### src/rtl/rtc_bus_controller_if.sv
// ---------------------------------------------------------------------------
// rtc_bus_controller_if
//   Multiplexed address/data bus to the external RTC chip.
//
//   Signals
//     ad_in   8  data returned by the RTC during a read-data cycle
//     ad_out  8  address or data driven towards the RTC
//     ad_oe   1  1 = controller drives the bus (pad tristate lives at top level)
//     cs_n    1  chip select, active-low
//     rd_n    1  read strobe, active-low
//     wr_n    1  write strobe, active-low
//     a_d     1  phase select, 0 = address phase, 1 = data phase
//
//   Modports
//     master  the bus-cycle engine (drives strobes, samples ad_in)
//     slave   the RTC side (drives ad_in, observes strobes)
// ---------------------------------------------------------------------------
interface rtc_bus_controller_if;
    logic [7:0] ad_in;
    logic [7:0] ad_out;
    logic       ad_oe;
    logic       cs_n;
    logic       rd_n;
    logic       wr_n;
    logic       a_d;

    modport master (
        input  ad_in,
        output ad_out, ad_oe, cs_n, rd_n, wr_n, a_d
    );

    modport slave (
        output ad_in,
        input  ad_out, ad_oe, cs_n, rd_n, wr_n, a_d
    );
endinterface

### src/rtl/rtc_bus_controller.sv
// ---------------------------------------------------------------------------
// rtc_bus_controller
//   Bus-cycle engine between the PicoBlaze register bank and the RTC chip.
//   A write sequence pushes the nine time/date/timer bytes to the RTC and
//   then issues the 0xF1 "RAM to clock" command. A read sequence issues the
//   0xF0 "clock to RAM" command and then reads the nine registers back into
//   the *le holding registers.
//
//   Parameters
//     T_PH            cycles per bus half-phase (strobe-active or recovery), 1..15
//
//   Ports
//     clk, reset      clock, asynchronous active-high reset
//     escribir, leer  single-cycle write / read requests
//     ano..st         bytes to write (BCD) from the register bank
//     bus             RTC bus (master modport)
//     anole..stle     bytes read back from the RTC
//     Listo_es        one-cycle pulse when a write sequence completes
//     Listo_le        one-cycle pulse when a read sequence completes
//     busy            high from request acceptance through the done pulse
//     o_dbg_state     current FSM state
//
//   Request handshake: escribir/leer are sampled on every rising edge. In
//   IDLE a request is accepted on that edge, the strobes go low and busy
//   rises in the following cycle. escribir has priority; a leer seen
//   together with escribir, or while busy, is held as a single pending read
//   that starts from the IDLE cycle following DONE. escribir while busy is
//   dropped. Completion is signalled by Listo_es / Listo_le during DONE.
// ---------------------------------------------------------------------------
module rtc_bus_controller #(
    parameter int T_PH = 4
) (
    input  logic                 clk,
    input  logic                 reset,
    input  logic                 escribir,
    input  logic                 leer,
    input  logic [7:0]           ano,
    input  logic [7:0]           mes,
    input  logic [7:0]           dia,
    input  logic [7:0]           horas,
    input  logic [7:0]           minutos,
    input  logic [7:0]           segundos,
    input  logic [7:0]           ht,
    input  logic [7:0]           mt,
    input  logic [7:0]           st,
    rtc_bus_controller_if.master bus,
    output logic [7:0]           anole,
    output logic [7:0]           mesle,
    output logic [7:0]           diale,
    output logic [7:0]           horasle,
    output logic [7:0]           minutosle,
    output logic [7:0]           segundosle,
    output logic [7:0]           htle,
    output logic [7:0]           mtle,
    output logic [7:0]           stle,
    output logic                 Listo_es,
    output logic                 Listo_le,
    output logic                 busy,
    output logic [2:0]           o_dbg_state
);

    typedef enum logic [2:0] {
        IDLE     = 3'd0,
        ADDR_ACT = 3'd1,
        ADDR_REC = 3'd2,
        WR_ACT   = 3'd3,
        WR_REC   = 3'd4,
        RD_ACT   = 3'd5,
        RD_REC   = 3'd6,
        DONE     = 3'd7
    } state_t;

    localparam logic [3:0] LP_PH_LAST  = 4'(T_PH - 1);
    localparam logic [3:0] LP_IDX_LAST = 4'd8;
    // Index slot used for the 0xF0 / 0xF1 command cycle.
    localparam logic [3:0] LP_IDX_CMD  = 4'd9;

    state_t     r_state;
    state_t     w_state_nxt;
    logic [3:0] r_phase;
    logic [3:0] w_phase_nxt;
    logic [3:0] r_idx;
    logic [3:0] w_idx_nxt;
    logic       r_wr_mode;
    logic       w_wr_mode_nxt;
    logic       r_pending;
    logic       w_pending_nxt;
    logic       w_accept_wr;
    logic       w_phase_end;
    logic       w_sample_rd;

    logic [7:0] r_snap [9];
    logic [7:0] r_le   [9];

    logic [7:0] r_ad_out;
    logic       r_ad_oe;
    logic       r_cs_n;
    logic       r_rd_n;
    logic       r_wr_n;
    logic       r_a_d;
    logic       r_listo_es;
    logic       r_listo_le;
    logic       r_busy;

    logic [7:0] w_ad_out_nxt;
    logic       w_ad_oe_nxt;
    logic       w_cs_n_nxt;
    logic       w_rd_n_nxt;
    logic       w_wr_n_nxt;
    logic       w_a_d_nxt;

    // RTC register address for index k; the command slot depends on direction.
    function automatic logic [7:0] reg_addr(input logic [3:0] idx, input logic wr_mode);
        logic [7:0] a;
        case (idx)
            4'd0:    a = 8'h21;
            4'd1:    a = 8'h22;
            4'd2:    a = 8'h23;
            4'd3:    a = 8'h24;
            4'd4:    a = 8'h25;
            4'd5:    a = 8'h26;
            4'd6:    a = 8'h41;
            4'd7:    a = 8'h42;
            4'd8:    a = 8'h43;
            default: a = wr_mode ? 8'hF1 : 8'hF0;
        endcase
        return a;
    endfunction

    assign w_phase_end = (r_phase == LP_PH_LAST);
    assign w_sample_rd = (r_state == RD_ACT) && w_phase_end;

    // -----------------------------------------------------------------------
    // Next-state logic
    // -----------------------------------------------------------------------
    always_comb begin
        w_state_nxt   = r_state;
        w_phase_nxt   = r_phase;
        w_idx_nxt     = r_idx;
        w_wr_mode_nxt = r_wr_mode;
        w_pending_nxt = r_pending;
        w_accept_wr   = 1'b0;

        if (r_state != IDLE && leer) begin
            w_pending_nxt = 1'b1;
        end

        unique case (r_state)
            IDLE: begin
                w_phase_nxt = 4'd0;
                if (escribir) begin
                    w_state_nxt   = ADDR_ACT;
                    w_idx_nxt     = 4'd0;
                    w_wr_mode_nxt = 1'b1;
                    w_accept_wr   = 1'b1;
                    w_pending_nxt = r_pending | leer;
                end else if (leer || r_pending) begin
                    // Reads open with the 0xF0 command before the data slots.
                    w_state_nxt   = ADDR_ACT;
                    w_idx_nxt     = LP_IDX_CMD;
                    w_wr_mode_nxt = 1'b0;
                    w_pending_nxt = 1'b0;
                end
            end
            DONE: begin
                w_state_nxt = IDLE;
                w_phase_nxt = 4'd0;
            end
            default: begin
                if (w_phase_end) begin
                    w_phase_nxt = 4'd0;
                    case (r_state)
                        ADDR_ACT: w_state_nxt = ADDR_REC;
                        ADDR_REC: begin
                            if (r_idx == LP_IDX_CMD) begin
                                if (r_wr_mode) begin
                                    w_state_nxt = DONE;
                                end else begin
                                    w_state_nxt = ADDR_ACT;
                                    w_idx_nxt   = 4'd0;
                                end
                            end else begin
                                w_state_nxt = r_wr_mode ? WR_ACT : RD_ACT;
                            end
                        end
                        WR_ACT: w_state_nxt = WR_REC;
                        WR_REC: begin
                            // Writes close with the 0xF1 command after slot 8.
                            w_state_nxt = ADDR_ACT;
                            w_idx_nxt   = (r_idx == LP_IDX_LAST) ? LP_IDX_CMD : r_idx + 4'd1;
                        end
                        RD_ACT: w_state_nxt = RD_REC;
                        RD_REC: begin
                            if (r_idx == LP_IDX_LAST) begin
                                w_state_nxt = DONE;
                            end else begin
                                w_state_nxt = ADDR_ACT;
                                w_idx_nxt   = r_idx + 4'd1;
                            end
                        end
                        default: w_state_nxt = IDLE;
                    endcase
                end else begin
                    w_phase_nxt = r_phase + 4'd1;
                end
            end
        endcase
    end

    // -----------------------------------------------------------------------
    // Bus outputs decoded from the next state so they come straight off flops
    // and line up with the state they belong to.
    // -----------------------------------------------------------------------
    always_comb begin
        w_ad_out_nxt = 8'h00;
        w_ad_oe_nxt  = 1'b0;
        w_cs_n_nxt   = 1'b1;
        w_rd_n_nxt   = 1'b1;
        w_wr_n_nxt   = 1'b1;
        w_a_d_nxt    = 1'b1;

        unique case (w_state_nxt)
            ADDR_ACT, ADDR_REC: begin
                w_a_d_nxt    = 1'b0;
                w_ad_oe_nxt  = 1'b1;
                w_ad_out_nxt = reg_addr(w_idx_nxt, w_wr_mode_nxt);
                if (w_state_nxt == ADDR_ACT) begin
                    w_cs_n_nxt = 1'b0;
                    w_wr_n_nxt = 1'b0;
                end
            end
            WR_ACT, WR_REC: begin
                w_ad_oe_nxt  = 1'b1;
                w_ad_out_nxt = r_snap[w_idx_nxt];
                if (w_state_nxt == WR_ACT) begin
                    w_cs_n_nxt = 1'b0;
                    w_wr_n_nxt = 1'b0;
                end
            end
            RD_ACT: begin
                w_cs_n_nxt = 1'b0;
                w_rd_n_nxt = 1'b0;
            end
            default: begin
            end
        endcase
    end

    // -----------------------------------------------------------------------
    // State, counters and registered outputs
    // -----------------------------------------------------------------------
    always_ff @(posedge clk or posedge reset) begin
        if (reset) begin
            r_state    <= IDLE;
            r_phase    <= 4'd0;
            r_idx      <= 4'd0;
            r_wr_mode  <= 1'b0;
            r_pending  <= 1'b0;
            r_ad_out   <= 8'h00;
            r_ad_oe    <= 1'b0;
            r_cs_n     <= 1'b1;
            r_rd_n     <= 1'b1;
            r_wr_n     <= 1'b1;
            r_a_d      <= 1'b1;
            r_listo_es <= 1'b0;
            r_listo_le <= 1'b0;
            r_busy     <= 1'b0;
        end else begin
            r_state    <= w_state_nxt;
            r_phase    <= w_phase_nxt;
            r_idx      <= w_idx_nxt;
            r_wr_mode  <= w_wr_mode_nxt;
            r_pending  <= w_pending_nxt;
            r_ad_out   <= w_ad_out_nxt;
            r_ad_oe    <= w_ad_oe_nxt;
            r_cs_n     <= w_cs_n_nxt;
            r_rd_n     <= w_rd_n_nxt;
            r_wr_n     <= w_wr_n_nxt;
            r_a_d      <= w_a_d_nxt;
            r_listo_es <= (w_state_nxt == DONE) && w_wr_mode_nxt;
            r_listo_le <= (w_state_nxt == DONE) && !w_wr_mode_nxt;
            r_busy     <= (w_state_nxt != IDLE);
        end
    end

    // Write snapshot, in bus order k = 0..8.
    always_ff @(posedge clk or posedge reset) begin
        if (reset) begin
            for (int i = 0; i < 9; i++) begin
                r_snap[i] <= 8'h00;
            end
        end else if (w_accept_wr) begin
            r_snap[0] <= segundos;
            r_snap[1] <= minutos;
            r_snap[2] <= horas;
            r_snap[3] <= dia;
            r_snap[4] <= mes;
            r_snap[5] <= ano;
            r_snap[6] <= st;
            r_snap[7] <= mt;
            r_snap[8] <= ht;
        end
    end

    // Read-back holding registers; ad_in is captured on the last RD_ACT cycle.
    always_ff @(posedge clk or posedge reset) begin
        if (reset) begin
            for (int i = 0; i < 9; i++) begin
                r_le[i] <= 8'h00;
            end
        end else if (w_sample_rd) begin
            r_le[r_idx] <= bus.ad_in;
        end
    end

    assign bus.ad_out  = r_ad_out;
    assign bus.ad_oe   = r_ad_oe;
    assign bus.cs_n    = r_cs_n;
    assign bus.rd_n    = r_rd_n;
    assign bus.wr_n    = r_wr_n;
    assign bus.a_d     = r_a_d;

    assign segundosle  = r_le[0];
    assign minutosle   = r_le[1];
    assign horasle     = r_le[2];
    assign diale       = r_le[3];
    assign mesle       = r_le[4];
    assign anole       = r_le[5];
    assign stle        = r_le[6];
    assign mtle        = r_le[7];
    assign htle        = r_le[8];

    assign Listo_es    = r_listo_es;
    assign Listo_le    = r_listo_le;
    assign busy        = r_busy;
    assign o_dbg_state = r_state;

endmodule

### src/flat_wrapper.sv
// flat-port wrapper written by rule: the top's interface ports become plain ports
module rtc_bus_controller_flat 
#(
    parameter int T_PH = 4
)
  (clk, reset, escribir, leer, ano, mes, dia, horas, minutos, segundos, ht, mt, st, anole, mesle, diale, horasle, minutosle, segundosle, htle, mtle, stle, Listo_es, Listo_le, busy, o_dbg_state, bus_ad_in, bus_ad_out, bus_ad_oe, bus_cs_n, bus_rd_n, bus_wr_n, bus_a_d);
  rtc_bus_controller_if bus_i ();
  input  logic clk;
  input  logic reset;
  input  logic escribir;
  input  logic leer;
  input  logic [7:0] ano;
  input  logic [7:0] mes;
  input  logic [7:0] dia;
  input  logic [7:0] horas;
  input  logic [7:0] minutos;
  input  logic [7:0] segundos;
  input  logic [7:0] ht;
  input  logic [7:0] mt;
  input  logic [7:0] st;
  output logic [7:0] anole;
  output logic [7:0] mesle;
  output logic [7:0] diale;
  output logic [7:0] horasle;
  output logic [7:0] minutosle;
  output logic [7:0] segundosle;
  output logic [7:0] htle;
  output logic [7:0] mtle;
  output logic [7:0] stle;
  output logic Listo_es;
  output logic Listo_le;
  output logic busy;
  output logic [2:0] o_dbg_state;
  input wire logic [$bits(bus_i.ad_in)-1:0] bus_ad_in;
  output wire logic [$bits(bus_i.ad_out)-1:0] bus_ad_out;
  output wire logic [$bits(bus_i.ad_oe)-1:0] bus_ad_oe;
  output wire logic [$bits(bus_i.cs_n)-1:0] bus_cs_n;
  output wire logic [$bits(bus_i.rd_n)-1:0] bus_rd_n;
  output wire logic [$bits(bus_i.wr_n)-1:0] bus_wr_n;
  output wire logic [$bits(bus_i.a_d)-1:0] bus_a_d;
  assign bus_i.ad_in = bus_ad_in;
  assign bus_ad_out = bus_i.ad_out;
  assign bus_ad_oe = bus_i.ad_oe;
  assign bus_cs_n = bus_i.cs_n;
  assign bus_rd_n = bus_i.rd_n;
  assign bus_wr_n = bus_i.wr_n;
  assign bus_a_d = bus_i.a_d;
  rtc_bus_controller #(.T_PH(T_PH)) u_core (.clk(clk), .reset(reset), .escribir(escribir), .leer(leer), .ano(ano), .mes(mes), .dia(dia), .horas(horas), .minutos(minutos), .segundos(segundos), .ht(ht), .mt(mt), .st(st), .bus(bus_i), .anole(anole), .mesle(mesle), .diale(diale), .horasle(horasle), .minutosle(minutosle), .segundosle(segundosle), .htle(htle), .mtle(mtle), .stle(stle), .Listo_es(Listo_es), .Listo_le(Listo_le), .busy(busy), .o_dbg_state(o_dbg_state));
endmodule
### config.mk
export PLATFORM = sky130hd
export DESIGN_NAME = rtc_bus_controller_flat
export DESIGN_NICKNAME = d
export VERILOG_FILES = /design/src/rtl/rtc_bus_controller_if.sv /design/src/rtl/rtc_bus_controller.sv /design/src/flat_wrapper.sv
export SDC_FILE = /design/constraint.sdc
export NUM_CORES = 1
export LEC_CHECK = 0
export BUFFER_PORTS_ARGS = -buffer_cell sky130_fd_sc_hd__clkbuf_2
export CORE_MARGIN = 2
export CORE_UTILIZATION = 39
export CTS_BUF_LIST = sky130_fd_sc_hd__clkbuf_2
export CTS_CLUSTER_DIAMETER = 80
export DETAILED_ROUTE_END_ITERATION = 10
export PLACE_DENSITY = 0.66
export SLEW_MARGIN = 20
export SYNTH_ARGS = -nofsm -noshare
export SYNTH_HDL_FRONTEND = slang
export SYNTH_SLANG_ARGS = --single-unit
### constraint.sdc
create_clock -name clk -period 7.9 [get_ports clk]
set_clock_uncertainty 0.05 [all_clocks]
set_input_delay 0.79 -clock clk [delete_from_list [all_inputs] [get_ports clk]]
set_output_delay 0.79 -clock clk [all_outputs]
set_load 0.005 [all_outputs]
* Word level (Yosys, flattened, before mapping)
Index checks and enable logic that the tools add are counted.
** Cells by class
- Add/subtract/negate cells :: 2
- Order comparisons :: 3
- Equality and inequality tests :: 24
- Mux-type cells :: 45
- Bitwise gates (word level) :: 3
- Reduce and logical (&&, ||, !) cells :: 15
** Operators with widths (count)
- 72-bit bitwise mux :: 1
- 8-bit one-hot mux with 9 select lines :: 1
- 4-bit two-way mux :: 9
- 8-bit binary-select mux with 4-bit select :: 1
- 8-bit demux with 4-bit select :: 1
- 8-bit two-way mux :: 3
- 3-bit == test, second input constant :: 7
- 3-bit two-way mux :: 7
- 3-bit one-hot mux with 6 select lines :: 1
- 4-bit by 3-bit == test with 1-bit output, second input constant :: 4
- 8-bit one-hot mux with 2 select lines :: 1
- 1-bit two-way mux :: 15
- 3-bit by 2-bit == test with 1-bit output, second input constant :: 4
- 4-bit by 2-bit == test with 1-bit output, second input constant :: 3
- 4-bit == test, second input constant :: 3
- 4-bit one-hot mux with 3 select lines :: 1
- 5-bit >= comparator, second input constant :: 2
- 4-bit inverter with 5-bit output :: 2
- 4-bit by 1-bit adder with 4-bit output, second input constant :: 2
- 4-bit one-hot mux with 2 select lines :: 1
- 3-bit by 1-bit == test with 1-bit output, second input constant :: 2
- 3-bit one-hot mux with 2 select lines :: 1
- 3-bit nonzero test :: 2
- 2-bit OR reduction :: 3
- 11 further kinds :: 15
** Storage, ports and cells
- Flip-flop bits (word level) :: 173
- Input bits :: 84

* Depth between registers and ports, before layout
- Word-level depth :: 10
- Gate-level depth with buffers :: 13
- Mapped depth without buffers :: 12

* Worst setup path after synthesis
OpenSTA, ideal clock, no wires.
- Path type :: register -> register
- From :: reg u_core.r_idx[0]
- To :: reg u_core.r_ad_out[0], in the netlist u_core.bus.ad_out[0]
- Setup time :: 87 ps
- Arrival time :: 2450 ps
- Path slack :: 5314 ps
- Cell stages (with the launch flop) :: 14
- Cell sequence :: dfrtp_1 inv_1 ha_1 nand3b_1 ha_1 nor2_1 a21oi_1 o221a_2 o22a_1 inv_2 buf_2 mux2i_1 mux2i_1 o211ai_1
** Between the ends
- Longest elaborated chain between the ends :: 10
** RTL lines
- start: declaration :: line rtc_bus_controller.sv:82 : logic [3:0] r_idx;
- start signal: assignment :: line rtc_bus_controller.sv:271 : r_idx <= w_idx_nxt;
- 4-bit by 1-bit adder with 4-bit output, or another cell as far along :: line rtc_bus_controller.sv:190, rtc_bus_controller.sv:198
- 4-bit two-way mux, on equally long branches :: line rtc_bus_controller.sv:194, rtc_bus_controller.sv:175, rtc_bus_controller.sv:190
- 4-bit one-hot mux with 3 select lines :: line rtc_bus_controller.sv:172 : case (r_state)
- 4-bit two-way mux :: line rtc_bus_controller.sv:170 : if (w_phase_end) begin
- 4-bit one-hot mux with 2 select lines :: line rtc_bus_controller.sv:148 : unique case (r_state)
- 4-bit inverter with 5-bit output (not written as such) :: line rtc_bus_controller.sv:234 : w_ad_out_nxt = r_snap[w_idx_nxt];
- 8-bit binary-select mux with 4-bit select :: line rtc_bus_controller.sv:234
- 8-bit two-way mux (not written as such) (2 in a row) :: line rtc_bus_controller.sv:234
- 8-bit one-hot mux with 2 select lines * :: line rtc_bus_controller.sv:222 : unique case (w_state_nxt)
- via u_core.w_ad_out_nxt[0] :: line rtc_bus_controller.sv:105 : logic [7:0] w_ad_out_nxt;
- end signal: assignment :: line rtc_bus_controller.sv:274 : r_ad_out <= w_ad_out_nxt;
- end: declaration :: line rtc_bus_controller.sv:95 : logic [7:0] r_ad_out;
The timed path passes the listed nets; every way through them passes the cells marked *. The select of a mux whose other input is x is not followed.
A chain may end at the register's enable or synchronous reset.

* Final worst setup path
- From :: reg u_core.r_state[1], in the netlist u_core.o_dbg_state[1]
- To :: reg u_core.r_ad_out[6], in the netlist u_core.bus.ad_out[6]
** Between the ends
- Longest elaborated chain between the ends :: 9
** RTL lines
- start: declaration :: line rtc_bus_controller.sv:78 : state_t r_state;
- start signal: assignment :: line rtc_bus_controller.sv:269 : r_state <= w_state_nxt;
- 3-bit == test / 3-bit by 2-bit == test with 1-bit output (equally long branches) :: line rtc_bus_controller.sv:172
- 4-bit one-hot mux with 3 select lines :: line rtc_bus_controller.sv:172
- 4-bit two-way mux :: line rtc_bus_controller.sv:170
- 4-bit one-hot mux with 2 select lines :: line rtc_bus_controller.sv:148
- 4-bit inverter with 5-bit output (not written as such) :: line rtc_bus_controller.sv:234
- 8-bit binary-select mux with 4-bit select :: line rtc_bus_controller.sv:234
- 8-bit two-way mux (not written as such) (2 in a row) :: line rtc_bus_controller.sv:234
- 8-bit one-hot mux with 2 select lines * :: line rtc_bus_controller.sv:222
- via u_core.w_ad_out_nxt[6] :: line rtc_bus_controller.sv:105
Marked as above.

==> qor.txt <==
Number of failing hold endpoints at the final stage: 0
Post-CTS Hold Fix Bufs: 0
Worst min-delay path category: in2async
Transition at the pin with the smallest max-transition slack: 1.014 ns
Most common cell after layout, fill and taps aside: sky130_fd_sc_hd__clkbuf_2
Die H: 143.5 µm
Die Area: 0.02059 mm²
Maximum fanout along the worst path: 77
Setup slack of the critical path after layout: 4.301 ns
Area used by multi-input combinational logic: 0.003103 mm²
Clock tree from TritonCTS: built
Setup Fix Bufs, Post-CTS: 0
Power density normalized to cell area: 289.3 mW/mm²
Synthesized instance count: 550
Final estimated routing congestion in global placement: 0.8075
Instance count after placement with tap cells included: 970
Worst supply voltage drop on vdd: 0.0001023 V
Post-synthesis async set-or-reset flop share: 1.000
Shortest period the worst path allows: 3.599 ns
Final period util: 0.4556
Hold Slack: 0.09461 ns
Mapped cell area: 0.007590 mm²
Outcome: completed
Worst-case headroom to the max-slew limit: 0.3181
Final routed wirelength across all metal layers: 17,800 µm
Global router's overall resource usage: 0.1774
Critical path type: reg2reg
Clock-pin slew reported for the worst setup and hold paths after clock tree synthesis: 0.27 ns
Number of routed nets with antenna violations: 0
Congestion Overflow GR: 0
Vias after detailed routing: 5,124
Horizontal die dimension: 143.5 µm
Area after DPL: 0.008708 mm²
Worst slack after detailed placement: 4.397 ns
Number of slew-limit violations in the final report: 0
DRC violations left: 0
CTS sink count: 173
Number of vias per cell after detailed routing: 5.114
Pin count of the biggest net entering global routing: 97
Static leakage power: 4.183 nW
Number of optimization iterations in the first detailed-route pass: 4
Vias in the first global route: 5,435
Final setup violation count: 0
Core region area: 0.01927 mm²
Fraction of layout cells with a size suffix above 1: 0.5129
Ys flop type: sky130_fd_sc_hd__dfrtp_1
Clk_lat worst skew: 0.75 ns
Critical Path Sink Type: flop
Net count after synthesis: 640
Per-cell routed wire length: 17.76 µm
DR iter-0 viols: 314
Count of cells along the worst register-to-register path: 9
Number of different library cells in the post-synthesis netlist: 61
Largest buffer count on any clock path: 2
Top Ports: 175
Number of standard cells in the final layout excluding fillers: 1,002
Quantity of gates resized following cts: 0
Number of violations of the max-capacitance limit: 0
Setup TNS Final: 0 ns
Number of placement rows: 51
Effective utilization at floorplan: 0.3938
Endpoint of the worst-slack reg-to-reg timing path: u_core.bus.ad_out[6]
Placed wire-length estimate after detailed placement: 13,040 µm
WP data arrival: 4.23 ns
Mean cell area of the mapped netlist: 13.80 µm²
Number of warnings reported in the yosys synthesis log: 0
Pwr Total: 2.593 mW
Number of synthesized register bits: 173
First-pass GRT wire length: 28,100 µm
Number of enable-type register cells in the synthesized netlist: 0
Number of H-tree branching levels: 4
Critical Path Start Type: flop
Fill cell count: 1,800
Core utilization of the finished layout: 0.4651
Post-layout net count: 814
Total area of sequential cells: 0.004334 mm²
Proportion of synthesized chip area in sequential cells: 0.5711
Maximum clock rate: 0.2778 GHz
Register-to-register setup slack: 4.30 ns
Summed area of non-filler cells in the final layout: 0.008964 mm²
Area Overhead vs Synth: 18.10%
Master cell of the clock root buffer: sky130_fd_sc_hd__clkbuf_2
ANT cells: 0
Total clock buffers created by CTS: 17
Antenna violations before repair: 0
Number of buffers inserted by port buffering: 174
Crit Reg-Reg Startpoint: u_core.o_dbg_state[1]
Unrepaired setup endpoints after global routing: false
Worst path required time: 8.53 ns
Highest-count cells in the layout ignoring fill and taps: sky130_fd_sc_hd__clkbuf_2, sky130_fd_sc_hd__dfrtp_1, sky130_fd_sc_hd__mux2_2
-- layer usage --
metal,vias to the layer above,track usage,wire length (µm)
met3,23,0.05432,1316
met1,2577,0.2275,7693
met5,-,0,0
met4,0,0.05779,338
met2,195,0.2877,8449
li1,2329,-,-
-- flip-flops by register name, summed over array words and instances, names as in the netlist, 3 cells and up --
register and flops:
u_core.stle 8, u_core.htle 8, u_core.mtle 8, u_core.r_snap 72
u_core.minutosle 8, u_core.mesle 8, u_core.r_phase 4, u_core.segundosle 8
u_core.horasle 8, u_core.bus.ad_out 8, u_core.r_idx 4, u_core.o_dbg_state 3
u_core.diale 8, u_core.anole 8
-- cell usage after synthesis, types with 6 or more instances --
cell,instances,area (µm²)
sky130_fd_sc_hd__nor3_1,6,30.03
sky130_fd_sc_hd__mux2i_1,49,490.5
sky130_fd_sc_hd__buf_2,9,45.04
sky130_fd_sc_hd__clkbuf_1,8,30.03
sky130_fd_sc_hd__mux2_2,145,1633
sky130_fd_sc_hd__nor2_1,11,41.29
sky130_fd_sc_hd__inv_1,10,37.54
sky130_fd_sc_hd__nand3_1,13,65.06
sky130_fd_sc_hd__o21ai_0,9,45.04
sky130_fd_sc_hd__nand2_1,26,97.59
sky130_fd_sc_hd__a21oi_1,11,55.05
sky130_fd_sc_hd__ha_1,6,75.07
sky130_fd_sc_hd__dfrtp_1,169,4229
-- power by group --
part | switching, mW | total (mW) | internal [mW]
Combinational | 0.465 | 0.892 | 0.428
Sequential | 0.134 | 1.22 | 1.09
Clock | 0.347 | 0.480 | 0.132
Total | 0.946 | 2.59 | 1.65
-- area by class of cell --
class | count | area share
Tap cell | 265 | 0.03699
Multi-Input combinational cell | 343 | 0.3462
Sequential cell | 173 | 0.4835
Clock buffer | 17 | 0.009492
Clock inverter | 15 | 0.01898
Inverter | 13 | 0.006002
Timing Repair Buffer | 176 | 0.09883
-- worst max path at each step --
stage / startpoint / slack [ns] / end
finish: u_core.o_dbg_state[1] / 4.30 / u_core.bus.ad_out[6]
global route: u_core.o_dbg_state[1] / 3.95 / u_core.bus.ad_out[0]
CTS: u_core.o_dbg_state[1] / 4.32 / u_core.bus.ad_out[5]
detailed placement: u_core.o_dbg_state[1] / 4.40 / u_core.bus.ad_out[5]
global placement: leer / 4.53 / u_core.bus.ad_out[0]
floorplan: reset / 2.38 / u_core.Listo_es
-- critical path: stages (launching register included) --
cell,delay (ns)
sky130_fd_sc_hd__dfrtp_1,0.65
sky130_fd_sc_hd__nor3_1,0.41
sky130_fd_sc_hd__and2_2,0.21
sky130_fd_sc_hd__buf_4,0.68
sky130_fd_sc_hd__nand2b_1,0.20
sky130_fd_sc_hd__o22a_1,0.28
sky130_fd_sc_hd__inv_2,0.27
sky130_fd_sc_hd__nor3_1,0.50
sky130_fd_sc_hd__a32oi_1,0.18
sky130_fd_sc_hd__o21ai_1,0.09
-- cells by family after synthesis --
group / Yosys count / share of synthesized area
compound gates: 52 / 0.04995
xor+xnor: 5 / 0.005771
fa+ha+maj: 6 / 0.009891
buf+inv: 34 / 0.02028
flops: 173 / 0.5711
mux: 195 / 0.2827
simple gates: 85 / 0.06034
Note: power is estimated with default switching activity, not from simulation.
